==> src/rtl/csrxchg_pkg.sv <==
// Shared constants, decode types and the fixed program image for the
// CSR-exchange micro-core.
package csrxchg_pkg;

    localparam logic [31:0] RESET_PC  = 32'h1c00_0000;
    localparam int          ROM_WORDS = 16;

    // Opcode match patterns, each compared against the top bits of the word
    localparam logic [16:0] OP_ADD_W   = 17'b00000000000100000;
    localparam logic [9:0]  OP_ADDI_W  = 10'b0000001010;
    localparam logic [9:0]  OP_ORI     = 10'b0000001110;
    localparam logic [6:0]  OP_LU12I_W = 7'b0001010;
    localparam logic [7:0]  OP_CSR     = 8'b00000100;
    localparam logic [5:0]  OP_B       = 6'b010100;

    // CSR numbers
    localparam logic [13:0] CSR_CRMD  = 14'h000;
    localparam logic [13:0] CSR_PRMD  = 14'h001;
    localparam logic [13:0] CSR_ECFG  = 14'h004;
    localparam logic [13:0] CSR_ERA   = 14'h006;
    localparam logic [13:0] CSR_SAVE0 = 14'h030;
    localparam logic [13:0] CSR_SAVE1 = 14'h031;
    localparam logic [13:0] CSR_SAVE2 = 14'h032;
    localparam logic [13:0] CSR_SAVE3 = 14'h033;

    localparam logic [31:0] CRMD_RESET = 32'h0000_0008;

    typedef enum logic [3:0] {
        I_NOP,
        I_ADD,
        I_ADDI,
        I_ORI,
        I_LU12I,
        I_CSRRD,
        I_CSRWR,
        I_CSRXCHG,
        I_BR
    } op_e;

    typedef struct packed {
        op_e         op;
        logic [4:0]  rd;
        logic [4:0]  rj;
        logic [4:0]  rk;
        logic [13:0] csr;
        logic [31:0] imm;
    } dec_t;

    // Fixed program: build SAVE0 = 0x53, exchange low nibble with 0x6, read back
    function automatic logic [31:0] rom_word(input logic [31:0] idx);
        logic [31:0] w;
        case (idx)
            32'd0:   w = 32'h0281_4C06;  // addi.w  r6,r0,0x53
            32'd1:   w = 32'h0400_C026;  // csrwr   r6,0x30
            32'd2:   w = 32'h0280_1808;  // addi.w  r8,r0,0x06
            32'd3:   w = 32'h0280_3C07;  // addi.w  r7,r0,0x0f
            32'd4:   w = 32'h0400_C0E8;  // csrxchg r8,r7,0x30
            32'd5:   w = 32'h0400_C008;  // csrrd   r8,0x30
            32'd6:   w = 32'h0281_6805;  // addi.w  r5,r0,0x5a
            32'd7:   w = 32'h5000_0000;  // b       0
            default: w = 32'h0000_0000;
        endcase
        return w;
    endfunction

    // Anything that matches no pattern decodes to I_NOP
    function automatic dec_t decode(input logic [31:0] ins);
        dec_t d;
        d.op  = I_NOP;
        d.rd  = ins[4:0];
        d.rj  = ins[9:5];
        d.rk  = ins[14:10];
        d.csr = ins[23:10];
        d.imm = '0;
        if (ins[31:15] == OP_ADD_W) begin
            d.op = I_ADD;
        end else if (ins[31:22] == OP_ADDI_W) begin
            d.op  = I_ADDI;
            d.imm = {{20{ins[21]}}, ins[21:10]};
        end else if (ins[31:22] == OP_ORI) begin
            d.op  = I_ORI;
            d.imm = {20'b0, ins[21:10]};
        end else if (ins[31:25] == OP_LU12I_W) begin
            d.op  = I_LU12I;
            d.imm = {ins[24:5], 12'b0};
        end else if (ins[31:24] == OP_CSR) begin
            if (ins[9:5] == 5'd0)      d.op = I_CSRRD;
            else if (ins[9:5] == 5'd1) d.op = I_CSRWR;
            else                       d.op = I_CSRXCHG;
        end else if (ins[31:26] == OP_B) begin
            d.op  = I_BR;
            d.imm = {{4{ins[9]}}, ins[9:0], ins[25:10], 2'b00};
        end
        return d;
    endfunction

endpackage

==> src/rtl/csrxchg_top_csr_file.sv <==
// Small CSR file: combinational read, bit-masked write, fixed writable masks.
module csr_file
    import csrxchg_pkg::*;
(
    input  logic        clk,
    input  logic        reset,
    input  logic [13:0] csr_num_i,
    output logic [31:0] rdata_o,
    input  logic        we_i,
    input  logic [31:0] wmask_i,
    input  logic [31:0] wdata_i
);

    logic [8:0]  crmd_q, crmd_d;
    logic [2:0]  prmd_q, prmd_d;
    logic [12:0] ecfg_q, ecfg_d;
    logic [31:0] era_q, era_d;
    logic [31:0] save_q [4];
    logic [31:0] save_d [4];
    logic [31:0] wval;

    // Read mux; unimplemented numbers and read-only bits return zero
    always_comb begin
        rdata_o = '0;
        case (csr_num_i)
            CSR_CRMD:  rdata_o = {23'b0, crmd_q};
            CSR_PRMD:  rdata_o = {29'b0, prmd_q};
            CSR_ECFG:  rdata_o = {19'b0, ecfg_q};
            CSR_ERA:   rdata_o = era_q;
            CSR_SAVE0: rdata_o = save_q[0];
            CSR_SAVE1: rdata_o = save_q[1];
            CSR_SAVE2: rdata_o = save_q[2];
            CSR_SAVE3: rdata_o = save_q[3];
            default:   rdata_o = '0;
        endcase
    end

    // Merge write data into the addressed CSR's current value under wmask
    always_comb begin
        wval   = (rdata_o & ~wmask_i) | (wdata_i & wmask_i);
        crmd_d = crmd_q;
        prmd_d = prmd_q;
        ecfg_d = ecfg_q;
        era_d  = era_q;
        save_d = save_q;
        if (we_i) begin
            case (csr_num_i)
                CSR_CRMD:  crmd_d    = wval[8:0];
                CSR_PRMD:  prmd_d    = wval[2:0];
                CSR_ECFG:  ecfg_d    = wval[12:0];
                CSR_ERA:   era_d     = wval;
                CSR_SAVE0: save_d[0] = wval;
                CSR_SAVE1: save_d[1] = wval;
                CSR_SAVE2: save_d[2] = wval;
                CSR_SAVE3: save_d[3] = wval;
                default:   ;
            endcase
        end
    end

    // CSR state; reset wins over any write in the same cycle
    always_ff @(posedge clk) begin
        if (reset) begin
            crmd_q <= CRMD_RESET[8:0];
            prmd_q <= '0;
            ecfg_q <= '0;
            era_q  <= '0;
            for (int i = 0; i < 4; i++) save_q[i] <= '0;
        end else begin
            crmd_q <= crmd_d;
            prmd_q <= prmd_d;
            ecfg_q <= ecfg_d;
            era_q  <= era_d;
            save_q <= save_d;
        end
    end

endmodule

==> src/rtl/csrxchg_top.sv <==
// Single-cycle LoongArch32 subset core running a fixed ROM program that
// exercises CSRRD / CSRWR / CSRXCHG, with a registered write-back trace.
module csrxchg_top #(
    parameter logic [31:0] RESET_PC  = csrxchg_pkg::RESET_PC,
    parameter int          ROM_WORDS = csrxchg_pkg::ROM_WORDS
) (
    input  logic        clk,
    input  logic        reset,
    output logic        debug_wb_valid,
    output logic [31:0] debug_wb_pc,
    output logic        debug_wb_rf_wen,
    output logic [4:0]  debug_wb_rf_wnum,
    output logic [31:0] debug_wb_rf_wdata
);
    import csrxchg_pkg::*;

    localparam int IDX_W = $clog2(ROM_WORDS);

    logic [31:0]        pc_q, pc_d;
    logic [31:0]        gpr_q [32];
    logic [31:0]        ins;
    dec_t               dec;
    logic [4:0]         rkd_addr;
    logic [31:0]        rj_val, rkd_val;
    logic [31:0]        csr_rdata;
    logic               gpr_we;
    logic [31:0]        gpr_wdata;
    logic               csr_we;
    logic [31:0]        csr_wmask, csr_wdata;
    logic [IDX_W+1:0]   pc_low_d;
    logic               rf_wen;

    // Fetch, decode and GPR read; r0 is hard-wired to zero
    always_comb begin
        ins      = rom_word(32'(pc_q[IDX_W+1:2]));
        dec      = decode(ins);
        rkd_addr = (dec.op == I_ADD) ? dec.rk : dec.rd;
        rj_val   = (dec.rj == 5'd0)   ? 32'd0 : gpr_q[dec.rj];
        rkd_val  = (rkd_addr == 5'd0) ? 32'd0 : gpr_q[rkd_addr];
    end

    csr_file u_csr (
        .clk       (clk),
        .reset     (reset),
        .csr_num_i (dec.csr),
        .rdata_o   (csr_rdata),
        .we_i      (csr_we),
        .wmask_i   (csr_wmask),
        .wdata_i   (csr_wdata)
    );

    // Execute: GPR result, CSR write request and next pc
    always_comb begin
        gpr_we    = 1'b0;
        gpr_wdata = '0;
        csr_we    = 1'b0;
        csr_wmask = '0;
        csr_wdata = '0;
        pc_low_d  = pc_q[IDX_W+1:0] + (IDX_W+2)'(4);
        case (dec.op)
            I_ADD: begin
                gpr_we    = 1'b1;
                gpr_wdata = rj_val + rkd_val;
            end
            I_ADDI: begin
                gpr_we    = 1'b1;
                gpr_wdata = rj_val + dec.imm;
            end
            I_ORI: begin
                gpr_we    = 1'b1;
                gpr_wdata = rj_val | dec.imm;
            end
            I_LU12I: begin
                gpr_we    = 1'b1;
                gpr_wdata = dec.imm;
            end
            I_CSRRD: begin
                gpr_we    = 1'b1;
                gpr_wdata = csr_rdata;
            end
            I_CSRWR: begin
                gpr_we    = 1'b1;
                gpr_wdata = csr_rdata;
                csr_we    = 1'b1;
                csr_wmask = '1;
                csr_wdata = rkd_val;
            end
            I_CSRXCHG: begin
                gpr_we    = 1'b1;
                gpr_wdata = csr_rdata;
                csr_we    = 1'b1;
                csr_wmask = rj_val;
                csr_wdata = rkd_val;
            end
            I_BR: begin
                pc_low_d = pc_q[IDX_W+1:0] + dec.imm[IDX_W+1:0];
            end
            default: ;
        endcase
        // Only the ROM index moves; the pc region above it stays fixed
        pc_d   = {pc_q[31:IDX_W+2], pc_low_d};
        rf_wen = gpr_we && (dec.rd != 5'd0);
    end

    // Program counter
    always_ff @(posedge clk) begin
        if (reset) pc_q <= RESET_PC;
        else       pc_q <= pc_d;
    end

    // General-purpose register file; reset aborts any pending write
    always_ff @(posedge clk) begin
        if (reset) begin
            for (int i = 0; i < 32; i++) gpr_q[i] <= '0;
        end else if (rf_wen) begin
            gpr_q[dec.rd] <= gpr_wdata;
        end
    end

    // Write-back trace of the instruction committed at this edge
    always_ff @(posedge clk) begin
        if (reset) begin
            debug_wb_valid    <= 1'b0;
            debug_wb_pc       <= '0;
            debug_wb_rf_wen   <= 1'b0;
            debug_wb_rf_wnum  <= '0;
            debug_wb_rf_wdata <= '0;
        end else begin
            debug_wb_valid    <= 1'b1;
            debug_wb_pc       <= pc_q;
            debug_wb_rf_wen   <= rf_wen;
            debug_wb_rf_wnum  <= rf_wen ? dec.rd : 5'd0;
            debug_wb_rf_wdata <= rf_wen ? gpr_wdata : 32'd0;
        end
    end

endmodule

==> config.mk <==
export PLATFORM = sky130hd
export DESIGN_NAME = csrxchg_top
export DESIGN_NICKNAME = d
export VERILOG_FILES = /design/src/rtl/csrxchg_pkg.sv /design/src/rtl/csrxchg_top_csr_file.sv /design/src/rtl/csrxchg_top.sv
export SDC_FILE = /design/constraint.sdc
export NUM_CORES = 1
export LEC_CHECK = 0
export CAP_MARGIN = 20
export CORE_ASPECT_RATIO = 1.4
export CORE_MARGIN = 2
export CORE_UTILIZATION = 60
export CTS_CLUSTER_DIAMETER = 80
export CTS_CLUSTER_SIZE = 24
export DETAILED_ROUTE_END_ITERATION = 10
export PLACE_DENSITY_LB_ADDON = 0.2
export SYNTH_ARGS = -nofsm -noshare
export SYNTH_HDL_FRONTEND = slang
export SYNTH_SLANG_ARGS = --single-unit
export TNS_END_PERCENT = 20
==> constraint.sdc <==
create_clock -name clk -period 14.56 [get_ports clk]
set_input_delay 4.368 -clock clk [delete_from_list [all_inputs] [get_ports clk]]
set_output_delay 4.368 -clock clk [all_outputs]
set_load 0.05 [all_outputs]
==> flow_summary.ini, run 1 <==
[outcome]
status = completed

[clocking]
post_cts_buffers = 0
clockBufferDepth = 3
path_clk_slew_ps = 90
cts_sinks = 640
cts_tree = built
worstSkewPairLatency_ps = 590
cts_resized = 0
cts_max_level = 2
hold_buffers = 0
cts_buffers = 35
cts_root_buffer = clkbuf_16

[worst_setup_path]
cp_slowest_cell = a211oi_4
end_kind = flop
rrSetupSlack_ps = 7490
startpoint_type = flop
crit_buf_inv = 2
worstPathRequired_ps = 14840
reg2reg_to = gpr_q[5][26]
cp_top_family = compound AO/OA/AOI/OAI gates
crit_fanout = 53
crit_chain = buf_4, buf_4, nand3b_1, nor2_1, o31ai_1, o211ai_1, mux2i_1, ha_1, o21a_1, a211o_1, o2111ai_1, o211ai_2, a21oi_1, a211oi_4, nor2_1
crit_type = reg -> reg
slowest_delay_ps = 940
arrival_ps = 7360
r2r_cells = 15

[synth]
ys_ff_latch = 640
syn_area_per_cell_um2 = 10.46
ys.flop_type = edfxtp_1
ys_types = 88
synth_top_area_share_pct = 46.76
netlist_area_um2 = 31270
async_reset_ff_share_pct = 0
synth.area.top_cells = edfxtp_1, dfxtp_1, nor2_1, a21oi_1, mux2i_1
synth-edff-count = 487
syn_inst = 2989
yosysWarnings = 0
yosys.area.top_type = edfxtp_1
seq_area_frac_synth_pct = 56.56

[cells_and_area]
final_common_cell = nor2_1
drive_gt1_share_pct = 9.867
final_util_pct = 64.33
syn_to_final_growth_pct = 6.513
fillers = 4041
final_cell_mix = nor2_1, edfxtp_1, a21oi_1
layout.cells.non_filler = 3596
final_area_um2 = 33310
nNetsFinal = 2963

[floorplanning]
chipWidth_um = 197.0
die_y_um = 274.1
design.core.area_um2 = 51780
start_util_pct = 60.40
ios = 73
rows = 99
die_area_um2 = 53990

[sta]
tightestPinTransition_ps = 1112
hold_viol_final = 0
finalCriticalPeriod_ps = 7075
clock_skew_ps = 32.74
finalMaxSlewViolations = 0
slew_headroom_pct = 25.64
rsz0062_at_grt = false
max_freq_mhz = 141.3
final-setup-viol-count = 0
finalCritPeriodShare_pct = 48.59
tns_ps = 0

[routing]
drt_iter0_drc = 3333
drc = 0
vias = 24190
ant_nets = 0
routedWlPerCell_um = 26.02
via_per_inst = 6.727
wirelength_um = 93560
drtPass1Iterations = 8

[power]
powerDensity_nw_per_um2 = 129.4
p_leak_uw = 0.01158
finalPower_uw = 4311
vdd_ir_drop_max_mv = 0.1028

[global_routing]
antenna_found_initial = 0
grt_pass1_wl_um = 140200
grtUsageTotal_pct = 34.34
grt_pass1_vias = 23310
grt_max_degree = 69
grt.overflow.total = 0

[placed_design]
port_buffers = 48
finalWeightedCongestion = 0.9436
post_dp_cell_area_um2 = 32170
place_inst = 3530
place_hpwl_um = 62960

[worst_hold_path]
min_to = u_csr.save_q[69]
holdPathStages = 2
min-delay-start = u_csr.save_q[69]
hp-class = reg -> reg

[job]
drv_cap = 0
final cells by class:
| type | count | area [um^2] | area share (%) |
|---|---|---|---|
| Sequential cell | 640 | 17700 | 53.14 |
| Multi-Input combinational cell | 2069 | 12380 | 37.18 |
| Timing Repair Buffer | 144 | 1225 | 3.677 |
| Clock buffer | 53 | 964.7 | 2.896 |
| Tap cell | 656 | 820.8 | 2.464 |
| Clock inverter | 8 | 117.6 | 0.3531 |
| Inverter | 25 | 93.84 | 0.2817 |
| Antenna cell | 1 | 2.502 | 0.007513 |
sequential cells by signal (all words and copies together), names as in the netlist, named ones only:
signal / flops
debug_wb_rf_wen: 1
pc_q: 6
u_csr.save_q: 64
debug_wb_rf_wdata: 32
u_csr.prmd_q: 3
gpr_q: 487
debug_wb_pc: 7
u_csr.ecfg_q: 13
u_csr.crmd_q: 9
debug_wb_rf_wnum: 4
debug_wb_valid: 1
kinds of logic (layout without fill, tap and decap cells):
kind of cell | Yosys count | after routing | synth area share [%]
fa+ha+maj | 46 | 46 | 1.888
compound gates | 734 | 734 | 15.40
simple gates | 1094 | 1094 | 15.08
mux | 145 | 145 | 6.081
xor+xnor | 19 | 19 | 0.5321
buf+inv | 310 | 230 | 4.449
flops | 640 | 640 | 56.56
other cells | 1 | 32 | 0.01199
synth_stat cells (all sizes together) (11+ instances only):
master  instances
nor2          700
edfxtp        487
a21oi         228
clkbuf        168
nand2         162
dfxtp         153
o21ai         130
buf           117
mux2i          82
o22ai          64
a211oi         53
a22oi          46
nor3           45
ha             44
nor2b          44
mux4           33
o221ai         31
mux2           30
or2            30
o211ai         27
inv            24
nand3          24
nand4          17
a221oi         16
a31oi          16
and2           14
and3           13
o21a           13
a211o          12
o22a           12
xor2           12
a21o           11
how the worst max path moves through the flow:
| stage | slack (ps) | from | to | cells past startpoint |
|---|---|---|---|---|
| floorplan | 7970 | reset | gpr_q[12][0] | 8 |
| global placement | 7050 | reset | gpr_q[6][1] | 8 |
| detailed placement | 7040 | reset | gpr_q[6][0] | 8 |
| CTS | 7620 | reset | gpr_q[6][13] | 8 |
| global route | 7260 | flop | gpr_q[5][26] | 15 |
| finish | 7490 | flop | gpr_q[5][26] | 15 |
worst reg2reg max path, stage by stage, from the launching register on:
cell and delay (ps):
dfxtp_4 590, buf_4 700, buf_4 760, nand3b_1 820
nor2_1 370, o31ai_1 120, o211ai_1 370, mux2i_1 140
ha_1 400, o21a_1 180, a211o_1 190, o2111ai_1 320
o211ai_2 580, a21oi_1 210, a211oi_4 940, nor2_1 90
per-stage QoR:
stage               setup WS, ps  hold slack (ps)
global route                7259            477.1
floorplan                   7972            418.0
CTS                         7617            462.0
global placement            7049            430.0
detailed placement          7041            430.7
finish                      7485            462.9
routing by layer:
layer  vias up  track usage, %  share of wire [%]
li1      10630               -                  -
met1     11640           45.27                 36
met2      1614           56.02                 47
met3       306           5.031                 11
met4         0           16.94                5.5
met5         -               0                  0
report_power, final:
part           switching, uW  internal [uW]
combinational            802            324
clock                    602            481
sequential              54.4           2050
Note: power is estimated with default switching activity, not from simulation.
==> run 2: changes to the inputs <==
- CORE_UTILIZATION: 60 -> 56
- clock period: 14.56 -> 5.9 ns (I/O delays scaled with it)
==> run 2 against run 1 <==
Non-clock buffer count increased by 43. Core utilization decreased by 3.3 points. Clock skew about the same. Global-route usage down 0.52 points. First-iteration DRC count shrank 6.5%. Hold slack lost 4.9 ps. Register-to-register slack worse by 7000 ps.
==> flow_summary.ini, run 2 (synthesis results as in run 1) <==
[placed_design]
place_ws_ps = 671.3
post_dp_cell_area_um2 = 32670
place_hpwl_um = 66600
finalWeightedCongestion = 0.9605
place_inst = 3649
port_buffers = 48

[routing]
dr_wl_met3_um = 10020
via_per_inst = 6.571
vias = 24370
drt_iter0_drc = 3118
routedWlPerCell_um = 26.41
ant_nets = 0
drc = 0
wl_met1_um = 37110
met2_wirelength_um = 46360
dr.max_layer_used = met4
wirelength_um = 97940
drtPass1Iterations = 6

[global_routing]
grt_pass1_vias = 23450
antenna_found_initial = 0
grt_max_degree = 75
grt.overflow.total = 0
grtUsageTotal_pct = 33.82
grt_pass1_wl_um = 147700

[sta]
fin_ws_ps = 507.2
tightestPinTransition_ps = 1166
max_freq_mhz = 185.4
tns_ps = 0
rsz0062_at_grt = false
final-setup-viol-count = 0
finalCriticalPeriod_ps = 5393
finalMaxSlewViolations = 0
clock_skew_ps = 32.79
hold_viol_final = 0
slew_headroom_pct = 21.27
finalCritPeriodShare_pct = 91.40

[worst_setup_path]
crit_fanout = 74
endpoint = gpr_q[15][21]
startpoint_type = flop
end_kind = flop
arrival_ps = 5710
r2r_cells = 14
crit_type = reg -> reg
worstPathRequired_ps = 6210
reg2reg_to = gpr_q[15][21]
rrSetupSlack_ps = 510

[floorplanning]
start_util_pct = 56.59
rows = 102
ios = 73
die_area_um2 = 57780
chipWidth_um = 203.7
die_y_um = 283.6
design.core.area_um2 = 55260

[worst_hold_path]
hp-class = reg -> reg

[cells_and_area]
final_area_um2 = 33710
diodes = 0
nNetsFinal = 3005
top_regs = gpr_q: 487 flops, u_csr.save_q: 64 flops, debug_wb_rf_wdata: 32 flops
layout.cells.non_filler = 3709
largest_register_ff_count = 487
top_register = gpr_q
drive_gt1_share_pct = 11.10
final_cell_mix = nor2_1, edfxtp_1, a21oi_1
syn_to_final_growth_pct = 7.810
final_common_cell = nor2_1

[clocking]
cts_resized = 0
clockBufferDepth = 3
hold_buffers = 0
path_clk_slew_ps = 100
cts_root_buffer = clkbuf_16
cts_max_level = 2
cts_buffers = 34
cts_tree = built
cts_sinks = 640
post_cts_buffers = 0
worstSkewPairLatency_ps = 600

[power]
vdd_ir_drop_max_mv = 0.2980
p_leak_uw = 0.01176
powerDensity_nw_per_um2 = 316.2
finalPower_uw = 10660

[outcome]
status = completed

[job]
drv_cap = 0
## run 2: worst min path at each step
stage                           from               end  cells past startpoint
global route         u_csr.crmd_q[3]   u_csr.crmd_q[3]                      1
CTS                 u_csr.save_q[70]  u_csr.save_q[70]                      2
global placement     u_csr.crmd_q[3]   u_csr.crmd_q[3]                      1
finish               u_csr.crmd_q[3]   u_csr.crmd_q[3]                      1
detailed placement   u_csr.crmd_q[3]   u_csr.crmd_q[3]                      1
floorplan            u_csr.crmd_q[3]   u_csr.crmd_q[3]                      1
## run 2: area by class of cell
type / instances / area, um^2
Clock buffer: 53 / 943.4
Clock inverter: 7 / 98.84
Timing Repair Buffer: 187 / 1609
Sequential cell: 640 / 17700
Tap cell: 728 / 910.9
Fill cell: 4531 / 21550
Inverter: 25 / 93.84
Multi-Input combinational cell: 2069 / 12360
## run 2: routing by layer
metal / track usage [%] / vias up
li1: - / 10710
met1: 45.43 / 11850
met2: 53.99 / 1544
met3: 5.972 / 271
met4: 14.67 / 0
met5: 0 / -
## run 2: report_power, final
group,switching [uW],internal [uW]
Clock,1510,1150
Sequential,138,5050
Combinational,1960,849
Total,3610,7050
## run 2: metrics by stage
stage | hold slack [ps] | utilization [%]
floorplan | 418.0 | -
global placement | 427.9 | 59.12
detailed placement | 436.5 | 59.12
CTS | 460.9 | 61.01
global route | 477.5 | 61.01
finish | 458.0 | 61.01
## run 2: critical path, cell delays in order, from the launching register on
cell and delay, ps:
dfxtp_4 620, buf_12 390, buf_4 400, mux4_2 580, o21ai_0 520, nor4_1 130
ha_1 480, nand2_1 210, o21ai_0 390, nor2_1 120, o211ai_1 310, a21oi_1 140
o21ai_1 250, buf_4 280, a21oi_1 110
==> RTL edit 1: new RTL, settings of run 2 <==
The package constant `ROM_WORDS` goes from 16 to 32.
--- a/src/rtl/csrxchg_pkg.sv
+++ b/src/rtl/csrxchg_pkg.sv
@@ -4,5 +4,5 @@
 
     localparam logic [31:0] RESET_PC  = 32'h1c00_0000;
-    localparam int          ROM_WORDS = 16;
+    localparam int          ROM_WORDS = 32;
 
     // Opcode match patterns, each compared against the top bits of the word
Check against the original RTL: not settled (the Yosys comparison gave no result); the edit may change what the design does.
==> RTL edit 1 against run 2 <==
  * Clock power barely moved
  * Setup slack got worse by 0.026 ns
  * Cell area is 1.1% higher
  * Synthesized area grew 1.1%
  * Wire length rose by 4.5%
  * Total power rose by 1.7%
  * Via count rose by 2.7%
  * Synthesized cell count is 2.2% higher
  * Sequential cell count increased by 6
  * Maximum frequency fell by 0.48%
  * Core utilization down 0.18 points
==> RTL edit 1: results (changes against run 2) <==
status: "completed"
slowest_stage: "or4b_1"
worst_pin_slew_ns: 1.041  # -0.1246 ns
cts-buffers-inserted: 34  # unchanged
clk_latency_ns: 0.61
yosys-top-cells-area: "edfxtp_1 (47%), dfxtp_1 (9.8%), nor2_1 (9.0%), a21oi_1 (3.6%), nand2_1 (2.1%)"
cp.arrival_ns: 5.75  # +0.04 ns
cts_resized: 0  # unchanged
min_path_cells: 1  # unchanged
grt_max_degree: 88  # +17%
cts.clk_slew.worst_paths_ns: 0.09
finClkSkew_ns: 0.04464  # +0.01184 ns
r2r_cells: 16  # +2
grt_pass1_wl_mm: 153.6  # +4.0%
place_hpwl_mm: 69.97  # +5.1%
rr_endpoint: "gpr_q[11][31]$_SDFFCE_PN0P_"
clockBufferDepth: 3  # unchanged
finalWirelength_mm: 102.3  # +4.5%
cp_slowest_stage_delay_ns: 0.68  # +0.06 ns
first_iter_violations: 3454  # +11%
holdPathEnd: "u_csr.crmd_q[3]$_SDFFE_PP1P_"
synth-async-reset-ratio: 0  # unchanged
synth.top_cells.by_count: "nor2_1 (755), edfxtp_1 (491), a21oi_1 (228)"
drive_above_1_share: 0.1094  # -0.001631
worstHoldStart: "u_csr.crmd_q[3]$_SDFFE_PP1P_"
p_leak_nw: 11.87  # +0.96%
dpl_worst_slack_ns: 0.6521  # -0.01921 ns
min_path_type: "flip-flop to flip-flop"
ir_worst_vdd_mv: 0.2993  # +0.47%
cts_setup_buffers: 0  # unchanged
numPortBuffers: 49  # +2.1%
yosysWarnings: 0  # unchanged
grt_usage: 0.3516  # +0.01337
critical_path.top_delay_family: "simple AND/OR/NAND/NOR gates"
antenna_found_initial: 0  # unchanged
ys_seq_area_frac: 0.5646  # -0.0009779
via_count: 25025  # +2.7%
reg_top3: "gpr_q x491, u_csr.save_q x64, debug_wb_rf_wdata x32"
firstDrtPassIters: 7  # +1
grt_pass1_vias: 24378  # +4.0%
worstPathMaxFanout: 27  # -64%
synth-edff-count: 491  # +0.82%
ys.flop_type: "edfxtp_1"
ff2ff_setup_slack_ns: 0.48  # -0.03 ns
clockRootBuffer: "clkbuf_16"
gp_congestion: 0.9578  # -0.28%
switching_share: 0.3409  # +0.002690
h-tree-depth: 2  # unchanged
netlist-cell-type-count: 98  # +11%
-- RTL edit 1: changes by cell type after synthesis, sizes merged, moves of 18 or more --
cell           run 2  this run
mux2              30        52
buf              117       155
nand2            162       180
or2               30         9
nor2             700       771
mux2i             82        62
clkbuf           168       128
-- RTL edit 1: per-stage QoR --
step                      instance area, um2  power (W)    util  std cells  hold slack, ns
after floorplan                        31730   0.007132       -       3088          0.4180
after global placement                 33060   0.008146  0.5898       3736          0.4384
after detailed placement               33060   0.008168  0.5898       3736          0.4328
after CTS                              34100    0.01078  0.6083       3797          0.4628
after global routing                   34100    0.01117  0.6083       3797          0.4829
final                                  34100    0.01084  0.6083       3798          0.4650
-- RTL edit 1: how the worst max path moves through the flow --
stage | startpoint | to | slack [ns] | depth (start not counted)
after floorplan | flip-flop | gpr_q[1][24]$_SDFFCE_PN0P_ | 1.41 | 19
after global placement | flip-flop | gpr_q[15][28]$_SDFFCE_PN0P_ | 0.68 | 16
after detailed placement | flip-flop | gpr_q[11][31]$_SDFFCE_PN0P_ | 0.65 | 16
after CTS | flip-flop | gpr_q[11][31]$_SDFFCE_PN0P_ | 0.62 | 16
after global routing | flip-flop | gpr_q[6][31]$_SDFFCE_PN0P_ | 0.35 | 16
final | flip-flop | gpr_q[11][31]$_SDFFCE_PN0P_ | 0.48 | 16
-- RTL edit 1: area by class of cell --
type	instances	area, um2
multi-input combinational	2129	12430
fill	4647	21960
inverter	30	112.6
sequential	646	17860
timing repair buffer	196	1742
clock inverter	7	87.58
clock buffer	54	947.2
antenna	1	2.502
tap	735	919.6
-- RTL edit 1: cells by family after synthesis --
kind of cell,Yosys count,synth area share
buffers and inverters,313,0.04690
other,1,0.0001186
and+or+nand+nor,1151,0.1541
AOI/OAI and AO/OA,732,0.1531
DFF,646,0.5646
xor gates and xnor gates,29,0.008273
muxes,136,0.05383
adders and majority gates,47,0.01908
-- RTL edit 1: layer usage --
layer,GRT usage,vias to the layer above,share of wire
met5,0,-,0
met4,0.1799,0,0.056
met3,0.04251,343,0.11
met2,0.5591,1726,0.47
met1,0.4762,12057,0.37
li1,-,10899,-
-- RTL edit 1: power groups by stage --
stage                     Combinational [W]  Sequential, W  Clock (W)
final                               0.00293        0.00525    0.00267
after detailed placement            0.00282        0.00534          0
after global routing                0.00307        0.00527    0.00283
after floorplan                     0.00175        0.00538          0
after CTS                           0.00284        0.00524    0.00270
after global placement              0.00281        0.00533          0
==> RTL edit 2: new RTL, config.mk and constraints of run 2 <==
Made on the original files. Register the output `debug_wb_rf_wdata` once more, cleared by the reset; this adds one clock of latency there. The other outputs are not delayed to match.
--- a/src/rtl/csrxchg_top.sv
+++ b/src/rtl/csrxchg_top.sv
@@ -16,4 +16,6 @@
 
     localparam int IDX_W = $clog2(ROM_WORDS);
+
+    logic [31:0] debug_wb_rf_wdata_s0;
 
     logic [31:0]        pc_q, pc_d;
@@ -125,5 +127,5 @@
             debug_wb_rf_wen   <= 1'b0;
             debug_wb_rf_wnum  <= '0;
-            debug_wb_rf_wdata <= '0;
+            debug_wb_rf_wdata_s0 <= '0;
         end else begin
             debug_wb_valid    <= 1'b1;
@@ -131,5 +133,13 @@
             debug_wb_rf_wen   <= rf_wen;
             debug_wb_rf_wnum  <= rf_wen ? dec.rd : 5'd0;
-            debug_wb_rf_wdata <= rf_wen ? gpr_wdata : 32'd0;
+            debug_wb_rf_wdata_s0 <= rf_wen ? gpr_wdata : 32'd0;
+        end
+    end
+
+    always_ff @(posedge clk) begin
+        if (reset) begin
+            debug_wb_rf_wdata <= '0;
+        end else begin
+            debug_wb_rf_wdata <= debug_wb_rf_wdata_s0;
         end
     end
Function: not settled (the Yosys comparison gave no result); the edit may change what the design does.
==> RTL edit 2 against run 2 <==
  * Wire length up 10%
  * Total power rose by 4.3%
  * Count of clock-buffer cells in the layout fell by 6
  * Final cell count grew 2.5%
  * Synthesized area increased by 3.2%
  * Combinational power up 5%
  * First-iteration DRC count grew 16%
  * Sequential power is 4.4% higher
  * Sequential cell count up 33
  * Sequential share of layout area is 0.48 points higher
  * Setup slack got worse by 0.14 ns
  * Cell area is 2.9% higher
  * Worst hold slack got worse by 0.016 ns
  * Largest cell class unchanged
  * Largest power group unchanged
==> RTL edit 2: results (changes against run 2) <==
clockBufferDepth: 3  # unchanged
finClkSkew_ns: 0.02576  # -0.007031 ns
fmax_mhz: 180.7  # -2.6%
grt_pass1_wl_mm: 157.7  # +6.8%
synth_mux_area_frac: 0.05755  # -0.003266
reg_top3: "gpr_q x488, u_csr.save_q x64"
ff2ff_setup_slack_ns: 0.37  # -0.14 ns
synth.top_cells.by_count: "nor2_1 (663), edfxtp_1 (488), nand2_1 (191)"
ys_seq_area_frac: 0.5690  # +0.003393
endpoint: "gpr_q[10][30]$_SDFFCE_PN0P_"
grt_usage: 0.3619  # +0.02375
via_count: 25358  # +4.0%
worst_pin_slew_ns: 1.220  # +0.05442 ns
ir_worst_vdd_mv: 0.2948  # -1.0%
rr_endpoint: "gpr_q[10][30]$_SDFFCE_PN0P_"
antenna_cells: 0  # unchanged
dpl_worst_slack_ns: 0.6154  # -0.05594 ns
clk_latency_ns: 0.60  # about the same
place_hpwl_mm: 73.96  # +11%
slowest_stage: "a221oi_1"
synthAdderAreaFrac: 0.01830  # -0.0005807
worstHoldStart: "debug_wb_rf_wdata_s0[31]$_SDFF_PN0_"
synthXorXnorAreaFrac: 0.004615  # -0.0007065
drive_above_1_share: 0.1111  # about the same
worstPathMaxFanout: 22  # -70%
grt_pass1_vias: 24503  # +4.5%
grt_max_degree: 89  # +19%
netlist-cell-type-count: 98  # +11%
first_iter_violations: 3605  # +16%
holdPathEnd: "debug_wb_rf_wdata[31]$_SDFF_PP0_"
r2r_cells: 16  # +2
fin_nets: 3090  # +2.8%
yosys-top-cells-area: "edfxtp_1 (45%), dfxtp_1 (11%), nor2_1 (7.7%), a21oi_1 (2.9%), mux2i_1 (2.8%)"
antenna_found_initial: 1  # +1
p_leak_nw: 12.11  # +3.0%
cts-buffers-inserted: 35  # +2.9%
cp_slowest_stage_delay_ns: 0.69  # +0.07 ns
synth-edff-count: 488  # +0.21%
numPortBuffers: 48  # unchanged
gp_congestion: 1.008  # +5.0%
status: "completed"
synth_compound_area_frac: 0.1490  # -0.005007
==> RTL edit 2: layout make-up <==
| cell class | count | area, um2 |
|---|---|---|
| clock inverters | 8 | 108.9 |
| multi-input cells | 2101 | 12500 |
| clock buffers | 47 | 942.2 |
| well taps | 742 | 928.4 |
| repair buffers | 198 | 1704 |
| flip-flops and latches | 673 | 18370 |
| inverters | 33 | 123.9 |
| fillers | 4753 | 22580 |
==> RTL edit 2: stage by stage <==
| step | std cells | hold slack, ns | cell area, um2 |
|---|---|---|---|
| CTS | 3802 | 0.4420 | 34680 |
| detailed placement | 3747 | 0.4212 | 33620 |
| global placement | 3747 | 0.4219 | 33620 |
| global route | 3802 | 0.4570 | 34680 |
| finish | 3802 | 0.4417 | 34680 |
| floorplan | 3092 | 0.4138 | 32380 |
==> RTL edit 2: routing by layer <==
layer / global-route usage / wire (um) / share of wire / vias to the layer above
met5: 0 / 0 / 0 / -
met4: 0.2250 / 7814 / 0.072 / 0
met3: 0.05966 / 11290 / 0.10 / 354
met2: 0.5726 / 50210 / 0.47 / 1663
met1: 0.4642 / 38470 / 0.36 / 12361
li1: - / - / - / 10980
==> RTL edit 2: critical path, delay by kind of cell, from the launching register on <==
kind,cells,cell delay (ns)
adders and majority gates,1,0.37
DFF,1,0.53
AOI/OAI and AO/OA,7,2.05
buffers and inverters,2,0.47
and+or+nand+nor,6,1.90
==> RTL edit 2: power breakdown <==
part           switching (W)  internal, W  leakage [nW]  total, W
clock                0.00155      0.00120         0.508   0.00275
sequential          0.000137      0.00529          6.54   0.00542
combinational        0.00207     0.000880          5.06   0.00295
total                0.00376      0.00736          12.1    0.0111
